[src/rtl/knn_pkg.sv]
// Shared definitions for the k-NN batch sequencer: FSM state encoding,
// default point/label widths and the x/y field positions inside a point word.
package knn_pkg;

    localparam int DATA_W_DEF = 32;
    localparam int LABEL_DEF  = 8;

    // A point word packs x in the upper half and y in the lower half.
    localparam int X_MSB = 31;
    localparam int X_LSB = 16;
    localparam int Y_MSB = 15;
    localparam int Y_LSB = 0;

    typedef enum logic [2:0] {
        S_IDLE,
        S_LOAD,
        S_CLEAR,
        S_STREAM,
        S_DRAIN,
        S_RESULT,
        S_FINISH
    } state_t;

endpackage

[src/rtl/knn_sched_ctr.sv]
// Loadable up-counter with an equality terminal-count flag.
// Used for the training index, the test index and the drain delay.
module knn_sched_ctr #(
    parameter int W = 4
) (
    input  logic         clk,
    input  logic         rst,
    input  logic         i_load,
    input  logic [W-1:0] i_load_val,
    input  logic         i_inc,
    input  logic [W-1:0] i_tc,
    output logic [W-1:0] o_cnt,
    output logic         o_tc
);

    logic [W-1:0] r_cnt;

    // Count register: load wins over increment.
    // NOTE: clocked state uses non-blocking (<=) so every register samples
    // pre-edge values; blocking here would create order-dependent races.
    always_ff @(posedge clk or negedge rst) begin
        if (!rst)        r_cnt <= '0;
        else if (i_load) r_cnt <= i_load_val;
        else if (i_inc)  r_cnt <= r_cnt + 1'b1;
    end

    assign o_cnt = r_cnt;
    assign o_tc  = (r_cnt == i_tc);

endmodule

[src/rtl/knn_sched.sv]
// Batch sequencer for one knn_core: per test point it loads the point,
// clears the core's list, streams all training points as one contiguous
// burst, waits for the list to settle and hands the result to a consumer.
module knn_sched
    import knn_pkg::*;
#(
    parameter int DATA_W    = DATA_W_DEF,
    parameter int LABEL     = LABEL_DEF,
    parameter int TRAIN_AW  = 10,
    parameter int TEST_AW   = 8,
    parameter int DRAIN_CYC = 2
) (
    input  logic                clk,
    input  logic                rst,
    input  logic                go,
    input  logic [TRAIN_AW:0]   n_train,
    input  logic [TEST_AW:0]    n_test,
    output logic                busy,
    output logic                done,
    output logic                te_en,
    output logic [TEST_AW-1:0]  te_addr,
    input  logic [DATA_W-1:0]   te_data,
    output logic                tr_en,
    output logic [TRAIN_AW-1:0] tr_addr,
    input  logic [DATA_W-1:0]   tr_data,
    input  logic [LABEL-1:0]    tr_label,
    output logic [DATA_W-1:0]   knn_A,
    output logic [DATA_W-1:0]   knn_B,
    output logic [LABEL-1:0]    knn_label,
    output logic                knn_valid,
    output logic                knn_start,
    output logic                res_valid,
    input  logic                res_ready,
    output logic [TEST_AW-1:0]  res_idx
);

    localparam int DW       = $clog2(DRAIN_CYC + 1) + 1;
    localparam int DRAIN_TC = (DRAIN_CYC > 0) ? DRAIN_CYC - 1 : 0;

    state_t              r_state;
    logic [TRAIN_AW:0]   r_n_train;
    logic [TEST_AW:0]    r_n_test;
    logic                r_busy, r_done, r_te_en, r_tr_en;
    logic                r_knn_valid, r_knn_start, r_res_valid;
    logic [TEST_AW-1:0]  r_te_addr;
    logic [TRAIN_AW-1:0] r_tr_addr;
    logic [DATA_W-1:0]   r_knn_a;

    logic [TRAIN_AW:0]   w_i;
    logic                w_i_tc;
    logic [TEST_AW:0]    w_t, w_t_next, w_t_last;
    logic                w_t_tc;
    logic [DW-1:0]       w_drain_cnt_unused;
    logic                w_d_tc;
    logic                w_streaming, w_last_beat, w_handshake;

    assign w_streaming = (r_state == S_CLEAR) || (r_state == S_STREAM);
    // The beat on the bus now is the final one when no further read is issued.
    assign w_last_beat = (r_state == S_STREAM) && r_knn_valid && !r_tr_en;
    assign w_handshake = (r_state == S_RESULT) && res_ready;
    assign w_t_next    = w_t + 1'b1;
    assign w_t_last    = r_n_test - 1'b1;

    // Training index: starts at 1 since address 0 is issued from LOAD.
    knn_sched_ctr #(.W(TRAIN_AW + 1)) u_ctr_i (
        .clk        (clk),
        .rst        (rst),
        .i_load     (r_state == S_LOAD),
        .i_load_val ({{TRAIN_AW{1'b0}}, 1'b1}),
        .i_inc      (w_streaming && !w_i_tc),
        .i_tc       (r_n_train),
        .o_cnt      (w_i),
        .o_tc       (w_i_tc)
    );

    // Test index: terminal count flags the last test point of the batch.
    knn_sched_ctr #(.W(TEST_AW + 1)) u_ctr_t (
        .clk        (clk),
        .rst        (rst),
        .i_load     ((r_state == S_IDLE) && go),
        .i_load_val ('0),
        .i_inc      (w_handshake),
        .i_tc       (w_t_last),
        .o_cnt      (w_t),
        .o_tc       (w_t_tc)
    );

    // Drain delay covering the core's list insertion latency.
    knn_sched_ctr #(.W(DW)) u_ctr_d (
        .clk        (clk),
        .rst        (rst),
        .i_load     (w_last_beat),
        .i_load_val ('0),
        .i_inc      (r_state == S_DRAIN),
        .i_tc       (DW'(DRAIN_TC)),
        .o_cnt      (w_drain_cnt_unused),
        .o_tc       (w_d_tc)
    );

    // Sequencer FSM with registered outputs for memories, core and consumer.
    always_ff @(posedge clk or negedge rst) begin
        if (!rst) begin
            r_state     <= S_IDLE;
            r_n_train   <= '0;
            r_n_test    <= '0;
            r_busy      <= 1'b0;
            r_done      <= 1'b0;
            r_te_en     <= 1'b0;
            r_te_addr   <= '0;
            r_tr_en     <= 1'b0;
            r_tr_addr   <= '0;
            r_knn_a     <= '0;
            r_knn_valid <= 1'b0;
            r_knn_start <= 1'b0;
            r_res_valid <= 1'b0;
        end else begin
            // Read data arrives one cycle after the enable.
            r_knn_valid <= r_tr_en;
            case (r_state)
                S_IDLE: begin
                    if (go) begin
                        r_n_train <= n_train;
                        r_n_test  <= n_test;
                        r_busy    <= 1'b1;
                        if (n_train == '0 || n_test == '0) begin
                            r_done  <= 1'b1;
                            r_state <= S_FINISH;
                        end else begin
                            r_te_en   <= 1'b1;
                            r_te_addr <= '0;
                            r_state   <= S_LOAD;
                        end
                    end
                end
                S_LOAD: begin
                    r_te_en     <= 1'b0;
                    r_knn_start <= 1'b1;
                    r_tr_en     <= 1'b1;
                    r_tr_addr   <= '0;
                    r_state     <= S_CLEAR;
                end
                S_CLEAR, S_STREAM: begin
                    if (r_state == S_CLEAR) begin
                        r_knn_a     <= te_data;
                        r_knn_start <= 1'b0;
                        r_state     <= S_STREAM;
                    end
                    r_tr_en <= !w_i_tc;
                    if (!w_i_tc) r_tr_addr <= TRAIN_AW'(w_i);
                    if (w_last_beat) begin
                        if (DRAIN_CYC == 0) begin
                            r_res_valid <= 1'b1;
                            r_state     <= S_RESULT;
                        end else begin
                            r_state <= S_DRAIN;
                        end
                    end
                end
                S_DRAIN: begin
                    if (w_d_tc) begin
                        r_res_valid <= 1'b1;
                        r_state     <= S_RESULT;
                    end
                end
                S_RESULT: begin
                    if (res_ready) begin
                        r_res_valid <= 1'b0;
                        if (w_t_tc) begin
                            r_done  <= 1'b1;
                            r_state <= S_FINISH;
                        end else begin
                            r_te_en   <= 1'b1;
                            r_te_addr <= TEST_AW'(w_t_next);
                            r_state   <= S_LOAD;
                        end
                    end
                end
                S_FINISH: begin
                    r_done  <= 1'b0;
                    r_busy  <= 1'b0;
                    r_state <= S_IDLE;
                end
                default: r_state <= S_IDLE;
            endcase
        end
    end

    assign busy      = r_busy;
    assign done      = r_done;
    assign te_en     = r_te_en;
    assign te_addr   = r_te_addr;
    assign tr_en     = r_tr_en;
    assign tr_addr   = r_tr_addr;
    assign knn_A     = r_knn_a;
    assign knn_valid = r_knn_valid;
    assign knn_start = r_knn_start;
    // Candidate data is gated so the core never sees stale memory output.
    assign knn_B     = r_knn_valid ? tr_data  : '0;
    assign knn_label = r_knn_valid ? tr_label : '0;
    assign res_valid = r_res_valid;
    assign res_idx   = TEST_AW'(w_t);

endmodule

[config.mk]
export PLATFORM = sky130hd
export DESIGN_NAME = knn_sched
export DESIGN_NICKNAME = d
export VERILOG_FILES = /design/src/rtl/knn_pkg.sv /design/src/rtl/knn_sched_ctr.sv /design/src/rtl/knn_sched.sv
export SDC_FILE = /design/constraint.sdc
export NUM_CORES = 1
export LEC_CHECK = 0
export CORE_AREA = 5 5 121 123
export DETAILED_ROUTE_END_ITERATION = 16
export DIE_AREA = 0 0 126 128
export GPL_TIMING_DRIVEN = 0
export PLACE_DENSITY = 0.76
export SYNTH_ARGS = -nofsm -noshare
export SYNTH_HDL_FRONTEND = slang
export SYNTH_SLANG_ARGS = --single-unit
[constraint.sdc]
create_clock -name clk -period 2.3 [get_ports clk]
set_input_delay 0.46 -clock clk [delete_from_list [all_inputs] [get_ports clk]]
set_output_delay 0.46 -clock clk [all_outputs]
set_load 0.02 [all_outputs]
Word level (Yosys, flattened, before mapping)
Index checks and enable logic that the tools add are counted.
{"block": "totals", "regBits": 103, "in_bits": 96, "output_inout_bits": 105}
{"block": "op_classes", "n_addsub": 4, "n_eq_ne": 19, "n_reduce_logical": 32, "muxes": 41}
{"cell": "$mux W8", "count": 5}
{"cell": "$mux W32", "count": 1}
{"cell": "$mux W3", "count": 9}
{"cell": "$mux W11", "count": 2}
{"cell": "$pmux W10 S2", "count": 1}
{"cell": "$mux W9", "count": 2}
{"cell": "$pmux W8 S2", "count": 1}
{"cell": "$pmux W3 S5", "count": 1}
{"cell": "$reduce_and A5 Y1", "count": 3}
{"cell": "$ne A2 B2 Y1 const B", "count": 7}
{"cell": "$reduce_bool A2 Y1", "count": 7}
{"cell": "$mux W1", "count": 12}
{"cell": "$add A11 B1 Y11 const B", "count": 1}
{"cell": "$eq A11 B11 Y1", "count": 1}
{"cell": "$logic_not A11 Y1", "count": 1}
{"cell": "$mux W10", "count": 1}
{"cell": "$reduce_and A2 Y1", "count": 5}
{"cell": "$add A9 B1 Y9 const B", "count": 1}
{"cell": "$eq A3 B3 Y1 const B", "count": 3}
{"cell": "$eq A9 B9 Y1", "count": 1}
{"cell": "$logic_not A9 Y1", "count": 1}
{"cell": "$sub A9 B1 Y9 const B", "count": 1}
{"cell": "$pmux W1 S2", "count": 4}
{"cell": "$eq A3 B1 Y1 const B", "count": 2}
{"cell": "13 further kinds", "count": 23}

Longest topological paths before layout
{"block": "depth", "depth_word": 5, "ltp_mapped": 8}

Modules after synthesis
Synthesis repeated with hierarchy kept, for this count alone.
{"block": "hier_totals", "hier_cells": 507, "hier_area_um2": 5336.4}
{"module": "knn_sched", "cells_per_inst": 339, "area_per_inst_um2": 3791.1, "seq_area_each_um2": 2001.9, "instances": 1}
{"module": "knn_sched_ctr (u_ctr_i)", "cells_per_inst": 84, "area_per_inst_um2": 758.2, "seq_area_each_um2": 275.3, "instances": 1}
{"module": "knn_sched_ctr (u_ctr_t)", "cells_per_inst": 66, "area_per_inst_um2": 601.8, "seq_area_each_um2": 225.2, "instances": 1}
{"module": "knn_sched_ctr (u_ctr_d)", "cells_per_inst": 18, "area_per_inst_um2": 185.2, "seq_area_each_um2": 75.1, "instances": 1}

Least setup slack after synthesis
OpenSTA, ideal clock, no wires.
{"block": "synth_timing", "path_kind": "register to register", "from": "register r_n_test[0]", "to": "register r_te_en, in the netlist te_en", "path_slack_ns": -0.124, "setup_time_ns": 0.131, "required_time_ns": 2.169, "arrival_ns": 2.293, "period_less_slack_ns": 2.424, "path_stages_with_launch": 9, "path_cell_list": "dfrtp_1 inv_1 ha_1 nor3b_2 nand2_1 o311a_1 a22oi_1 a31oi_4 or3_1"}
{"block": "synth_via", "elab_chain_cells": 4}
{"element": "start, declared", "line": "knn_sched.sv:42", "text": "logic [TEST_AW:0] r_n_test;"}
{"element": "start signal, assigned", "line": "knn_sched.sv:123", "text": "r_n_test <= n_test;"}
{"element": "$sub A9 B1 Y9", "line": "knn_sched.sv:62", "text": "assign w_t_last = r_n_test - 1'b1;"}
{"element": "$eq A9 B9 Y1", "line": "knn_sched_ctr.sv:28", "text": "assign o_tc = (r_cnt == i_tc);"}
{"element": "$ne A2 B2 Y1 (no line)"}
{"element": "$reduce_and A5 Y1 (no line)"}
{"element": "end signal, assigned", "line": "knn_sched.sv:108", "text": "r_te_en <= 1'b0;"}
{"element": "end signal, assigned", "line": "knn_sched.sv:129", "text": "r_te_en <= 1'b1;"}
{"element": "end signal, assigned", "line": "knn_sched.sv:136", "text": "r_te_en <= 1'b0;"}
{"element": "end, declared", "line": "knn_sched.sv:43", "text": "logic r_busy, r_done, r_te_en, r_tr_en;"}
Every way passes these cells.
A chain may end at the register's enable or synchronous reset.

Worst setup path in the final report
{"block": "layout_timing", "from": "register u_ctr_t.r_cnt[3], in the netlist u_ctr_t.o_cnt[3]", "to": "register r_te_en, in the netlist te_en"}
{"block": "layout_via", "elab_chain_cells": 3}
{"element": "start, declared", "line": "knn_sched_ctr.sv:16", "text": "logic [W-1:0] r_cnt;"}
{"element": "start signal, assigned", "line": "knn_sched_ctr.sv:23", "text": "else if (i_load) r_cnt <= i_load_val;"}
{"element": "start signal, assigned", "line": "knn_sched_ctr.sv:24", "text": "else if (i_inc) r_cnt <= r_cnt + 1'b1;"}
{"element": "$eq A9 B9 Y1", "line": "knn_sched_ctr.sv:28"}
{"element": "$ne A2 B2 Y1 (no line)"}
{"element": "$reduce_and A5 Y1 (no line)"}
Every way passes these cells.

==> qor.txt <==
==================================================================================================
Run status                                                                            finished, final reports clean
Distinct cells, synth                                                                           61
Worst Setup SP                                                                        u_ctr_t.o_cnt[3]
Setup slack of the worst register-to-register path                                        0.005 ns
Termination of the worst setup path                                                          te_en
Share of cells above drive strength 1                                                        18.0%
Estimated wirelength of the detail-placed design                                          11400 µm
DIE AREA                                                                                 16100 µm²
Total length of routed wires                                                              14700 µm
Required time of the critical path                                                         2.52 ns
Number of enable-type register cells in the synthesized netlist                                  0
Deepest clock path buffer count                                                                  2
Level count of the clock H-tree                                                                  3
Switching Share                                                                              39.7%
Final count of pins violating max slew                                                           0
Area taken by flip-flops and latches                                                      2580 µm²
Avg Synthesized Cell Area                                                                 10.4 µm²
Final hold slack                                                                         0.0765 ns
Psw                                                                                      0.00368 W
Vert. Die Dim                                                                               128 µm
Top cells by area in the synthesized netlist                                          sky130_fd_sc_hd__dfrtp_1, sky130_fd_sc_hd__mux2_2, sky130_fd_sc_hd__and2_1, sky130_fd_sc_hd__nand2_1, sky130_fd_sc_hd__xor2_1
Area Overhead vs Synth                                                                       52.5%
Max-cap violation count                                                                          0
Detailed-route vias per instance                                                              5.06
Sequential Power Share                                                                       32.2%
Residual overflow from global routing                                                            0
Worst r2r src                                                                         u_ctr_t.o_cnt[3]
Iteration-0 DRC Markers                                                                        187
Clock latency at the later pin of the worst-skew pair                                      0.35 ns
Synthesis Warnings                                                                               0
Cell Pwr Density                                                                       1160 nW/µm²
Overall die width                                                                           126 µm
Fmax                                                                                     0.436 GHz
Largest net degree at the start of global routing                                               70
Internal power                                                                           0.00560 W
Remaining routing DRC violations                                                                 0
Hold crit path type                                                                    in -> async
Wire length of the first global-routing pass                                              24000 µm
#FFs+latches synth                                                                             103
Post-placement worst setup slack                                                         -0.669 ns
Startpoint class of the critical path                                                    flip-flop
Number of hold-repair buffers added at the cts stage                                             0
Final critical-path setup slack                                                         0.00529 ns
Kind of capture point of the worst setup path                                            flip-flop
Post-synthesis instance area                                                              5240 µm²
Final GP Congestion                                                                          0.864
Total routing resource utilization after global routing                                      18.2%
Pre-antenna DRT Iters                                                                            4
Clock transition time at the flip-flop clock pins of the worst setup and hold paths        0.07 ns
Register-to-Register Path Depth                                                                  6
Worst relative slew slack                                                                    51.9%
Area taken by multi-input logic gates                                                     2550 µm²
Clock group share of total power                                                             15.2%
Part of the cycle the worst path needs                                                       99.8%
Gate count after technology mapping                                                            502
Top-count cell post-synth                                                             sky130_fd_sc_hd__dfrtp_1
I/O Pins                                                                                       201
Number of core rows                                                                             43
CTS sink cnt                                                                                   103
Final worst clock skew                                                                  0.00850 ns
Seq/Total Area, Yosys                                                                        49.2%
Worst R2R End                                                                                te_en
Final min period                                                                           2.29 ns
Commonest cells in the netlist                                                        sky130_fd_sc_hd__dfrtp_1, sky130_fd_sc_hd__nand2_1, sky130_fd_sc_hd__mux2_2
Share of synthesized registers carrying an async set or reset                                 100%
Net count after synthesis                                                                      603
Per-cell routed wire length                                                                16.2 µm
Total power consumption of the routed design                                             0.00928 W
CTS tree                                                                                       yes
Cell type with the highest aggregate area in the netlist                              sky130_fd_sc_hd__dfrtp_1
Routed vias                                                                                   4572
Total of buffers placed on input and output ports                                              200
Tightest Pin Transition                                                                   0.719 ns
Clock buffers created by TritonCTS                                                               9
Initial antenna violation count                                                                  0
Setup tns final                                                                               0 ns
Antenna cells                                                                                    0
Layout net count                                                                               820
Critical path arrival                                                                      2.52 ns
Count of fill cells added during filler insertion                                             1180
Initial core utilization                                                                     38.6%
Leakage power                                                                              3.42 nW
Most used flip-flop cell after synthesis                                              sky130_fd_sc_hd__dfrtp_1
Crit Path Max Fanout                                                                             6
Via count of the first global-routing pass                                                    4866
Final count of hold timing violations                                                            0
Placed insts                                                                                   883
Combinational share of power                                                                 52.5%
Root cell of the clock tree                                                           sky130_fd_sc_hd__clkbuf_16
Number of standard cells in the final layout excluding fillers                                 904
Core box area                                                                            13600 µm²
RSZ-0062 raised after global routing                                                           yes
Peak supply drop                                                                        0.000766 V
Share of Yosys cell area claimed by the top area cell type                                   49.2%
Critical Setup Path Class                                                               reg -> reg
Count of nets left with antenna violations after detail routing                                  0
Final setup violation count                                                                      0
==================================================================================================
==> logic make-up after synthesis <==
| logic type | after synthesis | synth area share, % |
|---|---|---|
| adders and majority gates | 5 | 1.19 |
| AOI/OAI and AO/OA | 75 | 9.96 |
| DFF | 103 | 49.2 |
| muxes | 53 | 11.3 |
| buffers and inverters | 50 | 4.37 |
| and+or+nand+nor | 185 | 18.6 |
| xor gates and xnor gates | 31 | 5.33 |
==> area by class of cell <==
class | instances | area share (%)
Sequential cell | 103 | 32.3
Multi-Input combinational cell | 349 | 32.0
Timing Repair Buffer | 207 | 26.4
Clock buffer | 9 | 2.82
Tap cell | 180 | 2.82
Buffer | 33 | 2.27
Inverter | 16 | 0.752
Clock inverter | 7 | 0.627
==> power groups by stage <==
stage / clock, W / sequential, W / combinational, W
after floorplan: 0 / 0.00333 / 0.00246
after global placement: 0 / 0.00296 / 0.00460
after detailed placement: 0 / 0.00300 / 0.00473
after CTS: 0.00145 / 0.00298 / 0.00488
after global routing: 0.00152 / 0.00310 / 0.00529
final: 0.00141 / 0.00299 / 0.00488
==> worst max-delay path, cell delays in order, from the launching register on <==
cell and delay, ns:
sky130_fd_sc_hd__dfrtp_1 0.48, sky130_fd_sc_hd__xnor2_2 0.20, sky130_fd_sc_hd__xnor2_1 0.14, sky130_fd_sc_hd__or3_4 0.38, sky130_fd_sc_hd__a2111oi_4 0.44, sky130_fd_sc_hd__a31oi_4 0.14
sky130_fd_sc_hd__or3_4 0.39
==> metal layers <==
layer,up-vias,GRT usage (%),part of all wire (%)
li1,2173,-,-
met1,2181,21.3,40
met2,194,31.1,49
met3,24,6.54,9.4
met4,0,6.18,1.8
met5,-,0,0
==> worst min-delay path by stage <==
stage | depth (start not counted) | to
floorplan | 0 | busy
global placement | 2 | tr_addr[6]
detailed placement | 1 | u_ctr_t.o_cnt[2]
CTS | 1 | r_n_test[6]
global route | 1 | r_n_test[6]
finish | 1 | te_addr[6]
==> through the flow <==
stage / instance area [µm²] / utilization, %
2_1_floorplan: 5250 / -
3_3_place_gp: 7480 / 55.1
3_5_place_dp: 7500 / 55.3
4_1_cts: 7880 / 58.1
5_1_grt: 7990 / 58.9
6_report: 7990 / 58.9
==> placed cells by master, fill, tap and decap left out, types with 4 or more instances in the layout <==
cell,n
sky130_fd_sc_hd__clkbuf_2,9
sky130_fd_sc_hd__or4_1,4
sky130_fd_sc_hd__nand4_1,6
sky130_fd_sc_hd__ha_1,4
sky130_fd_sc_hd__buf_2,4
sky130_fd_sc_hd__o22ai_2,6
sky130_fd_sc_hd__dlymetal6s2s_1,16
sky130_fd_sc_hd__clkbuf_1,9
sky130_fd_sc_hd__o21ai_0,27
sky130_fd_sc_hd__xnor2_1,12
sky130_fd_sc_hd__nor4_1,5
sky130_fd_sc_hd__buf_4,15
sky130_fd_sc_hd__nor3_1,6
sky130_fd_sc_hd__and2_1,43
sky130_fd_sc_hd__nand2_1,51
sky130_fd_sc_hd__mux2_2,50
sky130_fd_sc_hd__clkdlybuf4s50_1,182
sky130_fd_sc_hd__clkbuf_16,9
sky130_fd_sc_hd__dfrtp_1,100
sky130_fd_sc_hd__and3_1,5
sky130_fd_sc_hd__a21oi_1,9
sky130_fd_sc_hd__xor2_1,18
sky130_fd_sc_hd__nand3_1,11
sky130_fd_sc_hd__nor2b_1,5
sky130_fd_sc_hd__inv_1,14
sky130_fd_sc_hd__nor2_1,25
==> registers in the layout (all words and copies together), names as in the netlist, 3 cells and up <==
signal         flops
knn_A             32
r_n_train         11
u_ctr_i.o_cnt     11
tr_addr           10
r_n_test           9
u_ctr_t.o_cnt      9
te_addr            8
r_state            3
u_ctr_d.o_cnt      3
==> what timing repair did <==
action / in CTS / in global routing
pin swaps: 5 / 16
hold endpoints to repair: 0 / 0
resized for setup: 26 / 33
gates cloned: 0 / 0
setup buffers: 4 / 2
setup endpoints to repair: 111 / 72
No activity file was read; power rests on OpenSTA's default activity.
